$ cat config.mk
export PLATFORM = sky130hd
export DESIGN_NAME = if_id_buffer
export DESIGN_NICKNAME = d
export VERILOG_FILES = /design/src/rtl/if_id_buffer_pkg.sv /design/src/rtl/if_id_buffer_slot.sv /design/src/rtl/if_id_buffer.sv
export SDC_FILE = /design/constraint.sdc
export NUM_CORES = 1
export LEC_CHECK = 0
export ABC_AREA = 1
export CAP_MARGIN = 20
export CORE_ASPECT_RATIO = 0.5
export CORE_MARGIN = 3
export CORE_UTILIZATION = 49
export CTS_CLUSTER_DIAMETER = 200
export DETAILED_ROUTE_END_ITERATION = 8
export GPL_TIMING_DRIVEN = 0
export PLACE_DENSITY = 0.8
export SYNTH_ARGS = -nofsm -noshare
export SYNTH_HDL_FRONTEND = slang
export SYNTH_SLANG_ARGS = --single-unit
$ cat constraint.sdc
create_clock -name clk -period 1.97 [get_ports clk]
set_input_delay 0.394 -clock clk [delete_from_list [all_inputs] [get_ports clk]]
set_output_delay 0.394 -clock clk [all_outputs]
set_load 0.02 [all_outputs]
$ cat src/rtl/if_id_buffer_pkg.sv
// Shared pipeline constants and the fetch-entry record for the IF/ID buffer.
package if_id_buffer_pkg;

    localparam int          IFID_DEPTH     = 2;
    localparam logic [15:0] IFID_NOP_INSTR = 16'h0800;
    localparam logic [4:0]  IFID_HALT_OP   = 5'b00000;

    typedef struct packed {
        logic [15:0] instr;
        logic [15:0] pc_2_w;
    } ifid_entry_t;

    function automatic logic is_halt(input logic [15:0] instr);
        return instr[15:11] == IFID_HALT_OP;
    endfunction

endpackage

$ cat src/rtl/if_id_buffer_slot.sv
// Storage primitives for the IF/ID buffer: a generic enabled flop (dff) and
// the 32-bit entry register ifid_slot built from it.
module dff #(
    parameter int W = 32
) (
    input  logic         clk,
    input  logic         rst,
    input  logic         en,
    input  logic [W-1:0] d,
    output logic [W-1:0] q
);

    always_ff @(posedge clk) begin
        if (rst)
            q <= '0;
        else if (en)
            q <= d;
    end

endmodule

module ifid_slot (
    input  logic        clk,
    input  logic        rst,
    input  logic        en,
    input  logic [31:0] d,
    output logic [31:0] q
);

    dff #(.W(32)) u_dff (
        .clk (clk),
        .rst (rst),
        .en  (en),
        .d   (d),
        .q   (q)
    );

endmodule

$ cat src/rtl/if_id_buffer.sv
// Two-entry IF/ID decoupling buffer with halt blocking and flush.
// Optional decode bubble counter enabled by defining IFID_BUBBLE_CNT_EN.
module if_id_buffer
    import if_id_buffer_pkg::*;
#(
    parameter int          DEPTH     = IFID_DEPTH,
    parameter logic [15:0] NOP_INSTR = IFID_NOP_INSTR
) (
    input  logic        clk,
    input  logic        rst,
    input  logic [15:0] Instr,
    input  logic [15:0] pc_2_w,
    input  logic        fetch_stall,
    input  logic        flush,
    input  logic        id_stall,
    output logic        pc_hold,
    output logic [15:0] ID_instr,
    output logic [15:0] ID_pc_2_w,
    output logic        ID_valid,
    output logic        ID_halt,
    output logic [15:0] bubble_cnt
);

    localparam logic [1:0] FULL = 2'(DEPTH);

    logic [1:0]  r_count;
    logic        r_halt_seen;
    ifid_entry_t w_head, w_tail, w_new, w_d0;
    logic        w_enq, w_deq, w_wr0, w_wr1;

    assign w_new = '{instr: Instr, pc_2_w: pc_2_w};
    assign w_enq = !fetch_stall && !flush && (r_count != FULL) && !r_halt_seen;
    assign w_deq = (r_count != 2'd0) && !id_stall && !flush;

    // Head is refilled from the tail when full, otherwise straight from fetch.
    assign w_wr0 = (w_deq && r_count == 2'd2)
                 || (w_enq && (r_count == 2'd0 || (r_count == 2'd1 && w_deq)));
    assign w_d0  = (w_deq && r_count == 2'd2) ? w_tail : w_new;
    assign w_wr1 = w_enq && (r_count == 2'd1) && !w_deq;

    ifid_slot u_slot0 (.clk(clk), .rst(rst), .en(w_wr0), .d(w_d0),  .q(w_head));
    ifid_slot u_slot1 (.clk(clk), .rst(rst), .en(w_wr1), .d(w_new), .q(w_tail));

    always_ff @(posedge clk) begin
        if (rst || flush)
            r_count <= 2'd0;
        else if (w_enq && !w_deq)
            r_count <= r_count + 2'd1;
        else if (!w_enq && w_deq)
            r_count <= r_count - 2'd1;
    end

    always_ff @(posedge clk) begin
        if (rst || flush)
            r_halt_seen <= 1'b0;
        else if (w_enq && is_halt(Instr))
            r_halt_seen <= 1'b1;
    end

    assign pc_hold   = (r_count == FULL) || r_halt_seen;
    assign ID_valid  = (r_count != 2'd0);
    assign ID_instr  = ID_valid ? w_head.instr  : NOP_INSTR;
    assign ID_pc_2_w = ID_valid ? w_head.pc_2_w : 16'h0000;
    assign ID_halt   = ID_valid && is_halt(w_head.instr);

`ifdef IFID_BUBBLE_CNT_EN
    logic [15:0] r_bubble_cnt;

    always_ff @(posedge clk) begin
        if (rst)
            r_bubble_cnt <= 16'h0000;
        else if (!ID_valid && r_bubble_cnt != 16'hFFFF)
            r_bubble_cnt <= r_bubble_cnt + 16'h0001;
    end

    assign bubble_cnt = r_bubble_cnt;
`else
    assign bubble_cnt = 16'h0000;
`endif

endmodule
==> results of run 1 <==
-- worst max-delay path, stage by stage, from the launching register on --
cell     delay, ps
dfxtp_2        350
inv_1           60
ha_1           200
buf_6          140
buf_4          180
nor2_2         130
buf_4          150
-- final cells by class --
cell class / instances / area, sq um / share of cell area [%]
clock inverters: 1 / 7.51 / 0.162
repair buffers: 71 / 621 / 13.4
clock buffers: 14 / 274 / 5.90
plain buffers: 49 / 377 / 8.10
flip-flops and latches: 67 / 1340 / 28.9
multi-input cells: 366 / 1630 / 35.0
inverters: 76 / 285 / 6.14
well taps: 92 / 115 / 2.48
-- kinds of logic after synthesis --
kind of cell / synth area share, %
AOI/OAI and AO/OA: 9.76
and+or+nand+nor: 31.7
other: 0.106
DFF: 38.0
xor gates and xnor gates: 0.497
adders and majority gates: 1.42
buffers and inverters: 18.4
-- worst max path at each step --
| stage | start | end | slack, ps | cells past startpoint |
|---|---|---|---|---|
| 2_1_floorplan | r_count[0] | ID_halt | 150 | 6 |
| 3_3_place_gp | r_count[0] | ID_pc_2_w[10] | -250 | 6 |
| 3_5_place_dp | r_count[0] | ID_pc_2_w[3] | -240 | 6 |
| 4_1_cts | r_count[0] | ID_pc_2_w[0] | -60 | 6 |
| 5_1_grt | r_count[0] | ID_instr[15] | -40 | 6 |
| 6_report | r_count[0] | ID_pc_2_w[3] | 30 | 6 |
-- metrics by stage --
step	utilization (%)	cells	worst slack (ps)	area, sq um	power [uW]
finish	68.0	736	28.6	4650	3510
detailed placement	64.5	721	-240	4410	2020
global route	68.0	736	-35.1	4650	3680
CTS	66.9	736	-59.3	4570	3520
global placement	64.5	721	-248	4410	2020
floorplan	-	558	151	3580	1830
-- what timing repair did --
| action | 4_1_cts | 5_1_grt |
|---|---|---|
| gates resized for setup | 143 | 43 |
| setup endpoints to repair | 35 | 33 |
| hold buffers | 0 | 0 |
| pin swaps | 0 | 0 |
-- state kept, by name, summed over array words and instances, names as in the netlist --
register,cells
u_slot1.u_dff.q,32
r_count,2
r_halt_seen,1
u_slot0.u_dff.q,32
-- power groups by stage --
stage | Clock (uW) | Combinational (uW) | Sequential [uW]
finish | 1500 | 561 | 1450
global route | 1600 | 635 | 1450
CTS | 1530 | 546 | 1440
detailed placement | 0 | 552 | 1470
global placement | 0 | 545 | 1470
floorplan | 0 | 361 | 1470
-- placed cells by master (no fill, tap or decap), types with 3 or more instances in the layout --
cell type	instances
buf_6	14
nor2_1	154
buf_2	7
o21ai_0	29
clkbuf_8	3
ha_1	4
nand2_2	3
nand3_1	34
inv_1	73
clkdlybuf4s50_1	36
clkbuf_1	9
conb_1	16
buf_4	52
dfxtp_1	66
nor2_2	13
o21ai_1	34
nor2_4	3
nand2_1	67
inv_2	3
clkbuf_16	9
-- layer usage --
metal | vias to the layer above | part of all wire, % | global-route usage [%] | routed length (microns)
met4 | 0 | 1.3 | 6.15 | 108
met2 | 84 | 44 | 37.5 | 3810
met1 | 1540 | 48 | 28.8 | 4120
met5 | - | 0 | 0 | 0
li1 | 1801 | - | - | -
met3 | 11 | 6.8 | 7.34 | 590
==> flow_summary.toml, run 1 <==
[status]
status = "finished clean"

[setup_path]
required_ps = 1580
crit_path_end_kind = "primary output"
worst-setup-path-type = "reg2out"
reg2reg_to = "u_slot1.u_dff.q[4]"
cp-start-kind = "flop"
r2r-start = "r_count[0]"
cp_max_fo = 10
arrival_ps = 1550
r2r_cells = 9
r2r_slack_ps = 270

[synth]
synth_cell_types = 25
synth_top_area_cell = "dfxtp_1"
synth_area_leaders = "dfxtp_1, nor2_1, inv_1"
synth_top_area_share_pct = 38.0
yosysSeqAreaShare_pct = 38.0
synthCells = 543
synth_edf_count = 0
synth.top_cells.by_count = "nor2_1, inv_1, dfxtp_1, nand2_1"
ys_async_sr_fraction_pct = 0
ys_ff_latch = 67
yosysWarnings = 0
synthFlopType = "dfxtp_1"
yosysMostFrequentCell = "nor2_1"
syn_area_sq_um = 3530
postSynthAreaPerCell_sq_um = 6.50

[clocking]
clock_latency_ps = 330
cts_setup_buffers = 0
clkSinkCount = 67
clk_pin_slew_ps = 50
htreeDepth = 3
cts_root_buf = "clkbuf_16"
cts.path.max_buffers = 2
numCtsBuffers = 9
cts_tree = "done"

[die]
die_h_microns = 66.0
ios = 88
initial_core_util_pct = 51.6
core.rowCount = 21
die_area_sq_um = 8310
coreArea_sq_um = 6830
fp.dieW_microns = 126

[finish]
nFillCells = 613
final_nets = 681
diodes = 0
syn_to_final_growth_pct = 31.8
drive_gt1_share_pct = 17.7

[routing]
vias_per_cell = 4.67
drc = 0
num_vias = 3436
wl_microns = 8630
first_iter_violations = 198
final_antenna_net_count = 0
post_drt_wl_per_cell_microns = 11.7
drt-pass1-iter-count = 4

[job]
maxCapViolCount = 0

[power_and_ir_drop]
p_sw_share_pct = 25.5
p_per_area_nw_per_um2 = 754
power.internal_uw = 2610
leakagePower_uw = 0.00228
peakVddDrop_mv = 0.470
switchingPower_uw = 893
pwr-share-comb_pct = 16.0
clockPowerShare_pct = 42.8
p_seq_share_pct = 41.2

[sta]
period_minus_slack_ps = 1940
finalHoldViolCount = 0
fin_hold_ws_ps = 499
setup_viol = 0
fin_crit_sh_pct = 98.5
timing.fmax_mhz = 515
fin_tns_setup_ps = 0
slew_viol_final = 0
skew_ps = 3.21
rsz0062_at_grt = "yes"

[placement]
hpwl_microns = 6170
numPortBuffers = 71
gp_congestion = 0.833

[hold_path]
min_to = "u_slot1.u_dff.q[9]"
hold_class = "reg2reg"
min_delay_path_depth = 2
hp-start = "u_slot1.u_dff.q[9]"

[global_routing]
grt_max_degree = 11
globalRoute.totalOverflow = 0
grt_pass1_wl_microns = 15000
grt_pass1_vias = 3274
grt_usage_pct = 22.7
antenna_found_initial = 0
No activity file was read; power rests on OpenSTA's default activity.
==> inputs of run 2 (changes only) <==
--- a/config.mk
+++ b/config.mk
@@ -6,14 +6,13 @@
 export NUM_CORES = 1
 export LEC_CHECK = 0
 export ABC_AREA = 1
-export CAP_MARGIN = 20
 export CORE_ASPECT_RATIO = 0.5
 export CORE_MARGIN = 3
 export CORE_UTILIZATION = 49
 export CTS_CLUSTER_DIAMETER = 200
 export DETAILED_ROUTE_END_ITERATION = 8
 export GPL_TIMING_DRIVEN = 0
-export PLACE_DENSITY = 0.8
+export PLACE_DENSITY = 0.9
 export SYNTH_ARGS = -nofsm -noshare
 export SYNTH_HDL_FRONTEND = slang
 export SYNTH_SLANG_ARGS = --single-unit
==> run 2 against run 1 <==
Clock power grew 7%. Final area increased by 0.70%. Sequential share of layout area down 0.20 points. Via count up 4.6%. Global-route usage increased by 0.24 points. Die area did not move. First-iteration DRC count is 69% higher. Core utilization is 0.48 points higher. Critical endpoint is now ID_instr[9].
==> flow_summary.toml, run 2 (synthesized netlist as in run 1, its figures left out) <==
[setup_path]
cp-start-kind = "flop"
crit_path_end_kind = "primary output"
cpPeakStageDelay_ps = 350
required_ps = 1580
cp_max_fo = 10
crit_top_cell = "buf_6"
slowest_stage = "dfxtp_2"
worst-setup-path-type = "reg2out"
crit_path_cell_trace = "inv_1 > ha_1 > buf_6 > buf_6 > nor2_1 > buf_2"
arrival_ps = 1550
r2r_slack_ps = 160
r2r_cells = 10

[power_and_ir_drop]
leakagePower_uw = 0.00229
p_seq_share_pct = 39.9
finalPower_uw = 3630
clockPowerShare_pct = 44.3
switchingPower_uw = 945
p_sw_share_pct = 26.1
pwr-share-comb_pct = 15.9
peakVddDrop_mv = 0.495
p_per_area_nw_per_um2 = 775
power.internal_uw = 2680

[finish]
seq_area_sq_um = 1340
final_nets = 681
diodes = 0
reg.largest.list = "u_slot0.u_dff.q (32), u_slot1.u_dff.q (32), r_count (2)"
final_common_cell = "nor2_1"
nFillCells = 564
drive_gt1_share_pct = 17.2
mostFrequentLayoutCells = "nor2_1, inv_1, nand2_1, dfxtp_1, buf_4"
multi_input_area_sq_um = 1630
stdcell_area_sq_um = 4680
utilization_pct = 68.5
syn_to_final_growth_pct = 32.7

[global_routing]
grt_usage_pct = 22.9
antenna_found_initial = 0
globalRoute.totalOverflow = 0
grt_pass1_vias = 3347
grt_pass1_wl_microns = 15300
grt_max_degree = 12

[clocking]
clk_pin_slew_ps = 50
clkSinkCount = 67
clock_latency_ps = 340
htreeDepth = 3
cts.path.max_buffers = 2
cts_setup_buffers = 0
cts_root_buf = "clkbuf_16"
hold_buffers = 0
numCtsBuffers = 9
cts_tree = "done"

[sta]
worstMarginPinSlew_ps = 506
fin_tns_setup_ps = 0
setup_viol = 0
fin_hold_ws_ps = 499
timing.fmax_mhz = 515
fin_crit_sh_pct = 98.6
skew_ps = 4.41
slew-limit-headroom_pct = 66.3
rsz0062_at_grt = "yes"
finalHoldViolCount = 0
slew_viol_final = 0
period_minus_slack_ps = 1940

[die]
coreArea_sq_um = 6830
initial_core_util_pct = 51.6
die_area_sq_um = 8310
core.rowCount = 21
fp.dieW_microns = 126
ios = 88
die_h_microns = 66.0

[routing]
num_vias = 3595
vias_per_cell = 4.88
final_antenna_net_count = 0
wl_microns = 9310
post_drt_wl_per_cell_microns = 12.6
drt-pass1-iter-count = 5
first_iter_violations = 334
drc = 0

[placement]
dpl-instance-area_sq_um = 4410
hpwl_microns = 6390
gp_congestion = 0.838
numPortBuffers = 71

[hold_path]
hold_class = "reg2reg"
min_delay_path_depth = 2

[job]
maxCapViolCount = 0

[status]
status = "finished clean"
==> run 2: cell types whose count changed in the layout (fill, tap and decap cells not counted), sizes merged <==
cell,delta
bufinv,+1
clkbuf,-4
clkinv,+1
clkinvlp,+1
clkdlybuf4s15,+2
==> run 2: power by group through the flow <==
| stage | combinational [uW] | sequential, uW | clock, uW |
|---|---|---|---|
| CTS | 546 | 1450 | 1610 |
| finish | 575 | 1450 | 1600 |
| detailed placement | 552 | 1480 | 0 |
| global placement | 541 | 1470 | 0 |
| floorplan | 361 | 1470 | 0 |
| global route | 639 | 1450 | 1670 |
==> run 2: metal layers <==
metal	vias to the layer above	global-route usage [%]	part of all wire, %
met3	20	7.26	7.9
met5	-	0	0
met2	137	39.2	48
li1	1803	-	-
met1	1635	26.8	42
met4	0	9.89	2.2
==> run 2: timing repair <==
| item | CTS | global route |
|---|---|---|
| gates resized for setup | 136 | 47 |
| setup endpoints to repair | 35 | 33 |
| pin swaps | 0 | 0 |
==> run 2: worst paths after layout <==
check	from	end
hold / removal	u_slot1.u_dff.q[14]	u_slot1.u_dff.q[14]
setup / recovery	r_count[0]	ID_instr[9]
setup reg to reg	r_count[0]	u_slot1.u_dff.q[24]
hold reg to reg	u_slot1.u_dff.q[14]	u_slot1.u_dff.q[14]
==> run 2: layout make-up <==
type / instances / share of cell area (%)
Multi-Input combinational cell: 366 / 34.8
Clock buffer: 12 / 5.27
Buffer: 49 / 8.29
Inverter: 76 / 6.09
Sequential cell: 67 / 28.7
Clock inverter: 4 / 1.07
Tap cell: 92 / 2.46
Timing Repair Buffer: 71 / 13.4
==> run 2: per-stage QoR <==
step	std cells	worst slack (ps)
final	737	27.9
after global routing	737	-52.3
after CTS	737	5.16
after detailed placement	721	-227
after global placement	721	-158
after floorplan	558	151
==> run 2: critical path: cells and delay by family (launching register included) <==
kind | cells | cell delay [ps]
and+or+nand+nor | 1 | 130
adders and majority gates | 1 | 200
DFF | 1 | 350
buffers and inverters | 4 | 540
==> inputs of run 3 (changes only) <==
--- a/config.mk
+++ b/config.mk
@@ -11,7 +11,7 @@
 export CORE_UTILIZATION = 49
 export CTS_CLUSTER_DIAMETER = 200
 export DETAILED_ROUTE_END_ITERATION = 8
-export GPL_TIMING_DRIVEN = 0
+export GPL_TIMING_DRIVEN = 1
 export PLACE_DENSITY = 0.9
 export SYNTH_ARGS = -nofsm -noshare
 export SYNTH_HDL_FRONTEND = slang
==> run 3 against run 2 <==
The run now ends with design-rule violations left. Via count about the same. Critical path depth down 1. Sequential share of layout area up 0.50 points. Combinational power down 1%. First-iteration DRC count up 9.9%. Final area down 1.8%. Clock skew down 1.6 ps. Cell count down 3.8%. Worst hold slack worse by 5.3 ps. Register-to-register slack worse by 110 ps. Wire length up 6.6%. Largest power group unchanged.
==> flow_summary.toml, run 3 (synthesized netlist as in run 1, its figures left out) <==
[power_and_ir_drop]
p_per_area_nw_per_um2 = 781
power.internal_uw = 2630
leakagePower_uw = 0.00216
pwr-share-comb_pct = 15.8
finalPower_uw = 3590
p_sw_share_pct = 26.6
clockPowerShare_pct = 43.9
switchingPower_uw = 954
p_seq_share_pct = 40.3
peakVddDrop_mv = 0.488

[hold_path]
hold_class = "reg2reg"

[setup_path]
crit_path_end_kind = "primary output"
worst-setup-path-type = "reg2out"
cp-start-kind = "flop"
cp_max_fo = 7
arrival_ps = 1530
required_ps = 1580

[clocking]
htreeDepth = 3
cts_tree = "done"
clk_pin_slew_ps = 50
hold_buffers = 0
clkSinkCount = 67
cts_root_buf = "clkbuf_16"
clock_latency_ps = 330
numCtsBuffers = 9
cts.path.max_buffers = 2

[status]
violations = "design-rule violations"
status = "finished with violations"

[finish]
stdcell_area_sq_um = 4600
drive_gt1_share_pct = 12.3
diodes = 0
reg.largest.list = "u_slot0.u_dff.q (32), u_slot1.u_dff.q (32), r_count (2)"
syn_to_final_growth_pct = 30.3
final_common_cell = "nor2_1"
mostFrequentLayoutCells = "nor2_1, inv_1, nand2_1, dfxtp_1, o21ai_1"
final_nets = 653

[sta]
fin_crit_sh_pct = 97.8
fin_ws_ps = 43.2
finalHoldViolCount = 0
timing.fmax_mhz = 519
setup_viol = 0
slew_viol_final = 0
skew_ps = 2.80
period_minus_slack_ps = 1930

[job]
maxCapViolCount = 0

[routing]
first_iter_violations = 367
drt-pass1-iter-count = 7
post_drt_wl_per_cell_microns = 14.0
vias_per_cell = 5.07
wl_microns = 9930
num_vias = 3594
final_antenna_net_count = 0
drc = 6

[die]
ios = 88
fp.dieW_microns = 126
coreArea_sq_um = 6830
die_area_sq_um = 8310
core.rowCount = 21
die_h_microns = 66.0
initial_core_util_pct = 51.6

[global_routing]
grt_usage_pct = 23.4
grt_pass1_vias = 3464
grt_max_degree = 44
globalRoute.totalOverflow = 0
grt_pass1_wl_microns = 15700
antenna_found_initial = 0

[placement]
hpwl_microns = 5920
gp_congestion = 0.842
dpl-instance-area_sq_um = 4230
numPortBuffers = 71
dp_slack_ps = -88.7
==> run 3: per-layer routing <==
metal	track usage (%)	vias to the layer above	routed length (microns)
met5	0	-	0
met4	11.6	0	400
met3	5.40	46	549
met2	43.9	139	4910
met1	25.3	1658	4060
li1	-	1751	-
==> run 3: timing repair <==
action | 4_1_cts | 5_1_grt
setup buffers | 0 | 2
cloned | 0 | 1
pin swaps | 1 | 2
gates resized for setup | 79 | 36
endpoints found under the setup margin | 97 | 82
endpoints found under the hold margin | 0 | 0
==> run 3: path summary, 6_finish.rpt <==
kind,start,endpoint,slack [ps],depth (start not counted)
hold reg to reg,u_slot1.u_dff.q[9],u_slot1.u_dff.q[9],490,2
setup reg to reg,r_count[0],u_slot1.u_dff.q[24],50,10
hold / removal,u_slot1.u_dff.q[9],u_slot1.u_dff.q[9],490,2
setup / recovery,r_count[0],ID_instr[13],40,5
==> run 3: through the flow <==
step,hold WS [ps],utilization (%),TNS [ps],cells
after CTS,501,66.2,0,706
after global routing,519,67.3,-45.7,709
after floorplan,457,-,0,558
after global placement,475,61.9,-69.6,690
after detailed placement,484,61.9,-1200,690
final,494,67.3,0,709
==> run 3: final cells by class <==
class,count,area [sq um]
timing repair buffer,92,931
sequential,67,1340
clock buffer,10,229
clock inverter,6,66.3
inverter,76,300
tap,92,115
multi-input combinational,366,1610
fill,524,2230
==> run 3: power groups by stage <==
| stage | sequential, uW | combinational (uW) | clock [uW] |
|---|---|---|---|
| 2_1_floorplan | 1470 | 361 | 0 |
| 3_3_place_gp | 1470 | 528 | 0 |
| 3_5_place_dp | 1470 | 545 | 0 |
| 4_1_cts | 1450 | 551 | 1570 |
| 5_1_grt | 1450 | 625 | 1630 |
| 6_report | 1450 | 567 | 1570 |
==> run 3: worst max-delay path, cell delays in order, from the launching register on <==
cell and delay, ps:
dfxtp_1 360, inv_2 70, ha_4 200, buf_4 170, nor2_1 130, clkdlybuf4s15_2 280
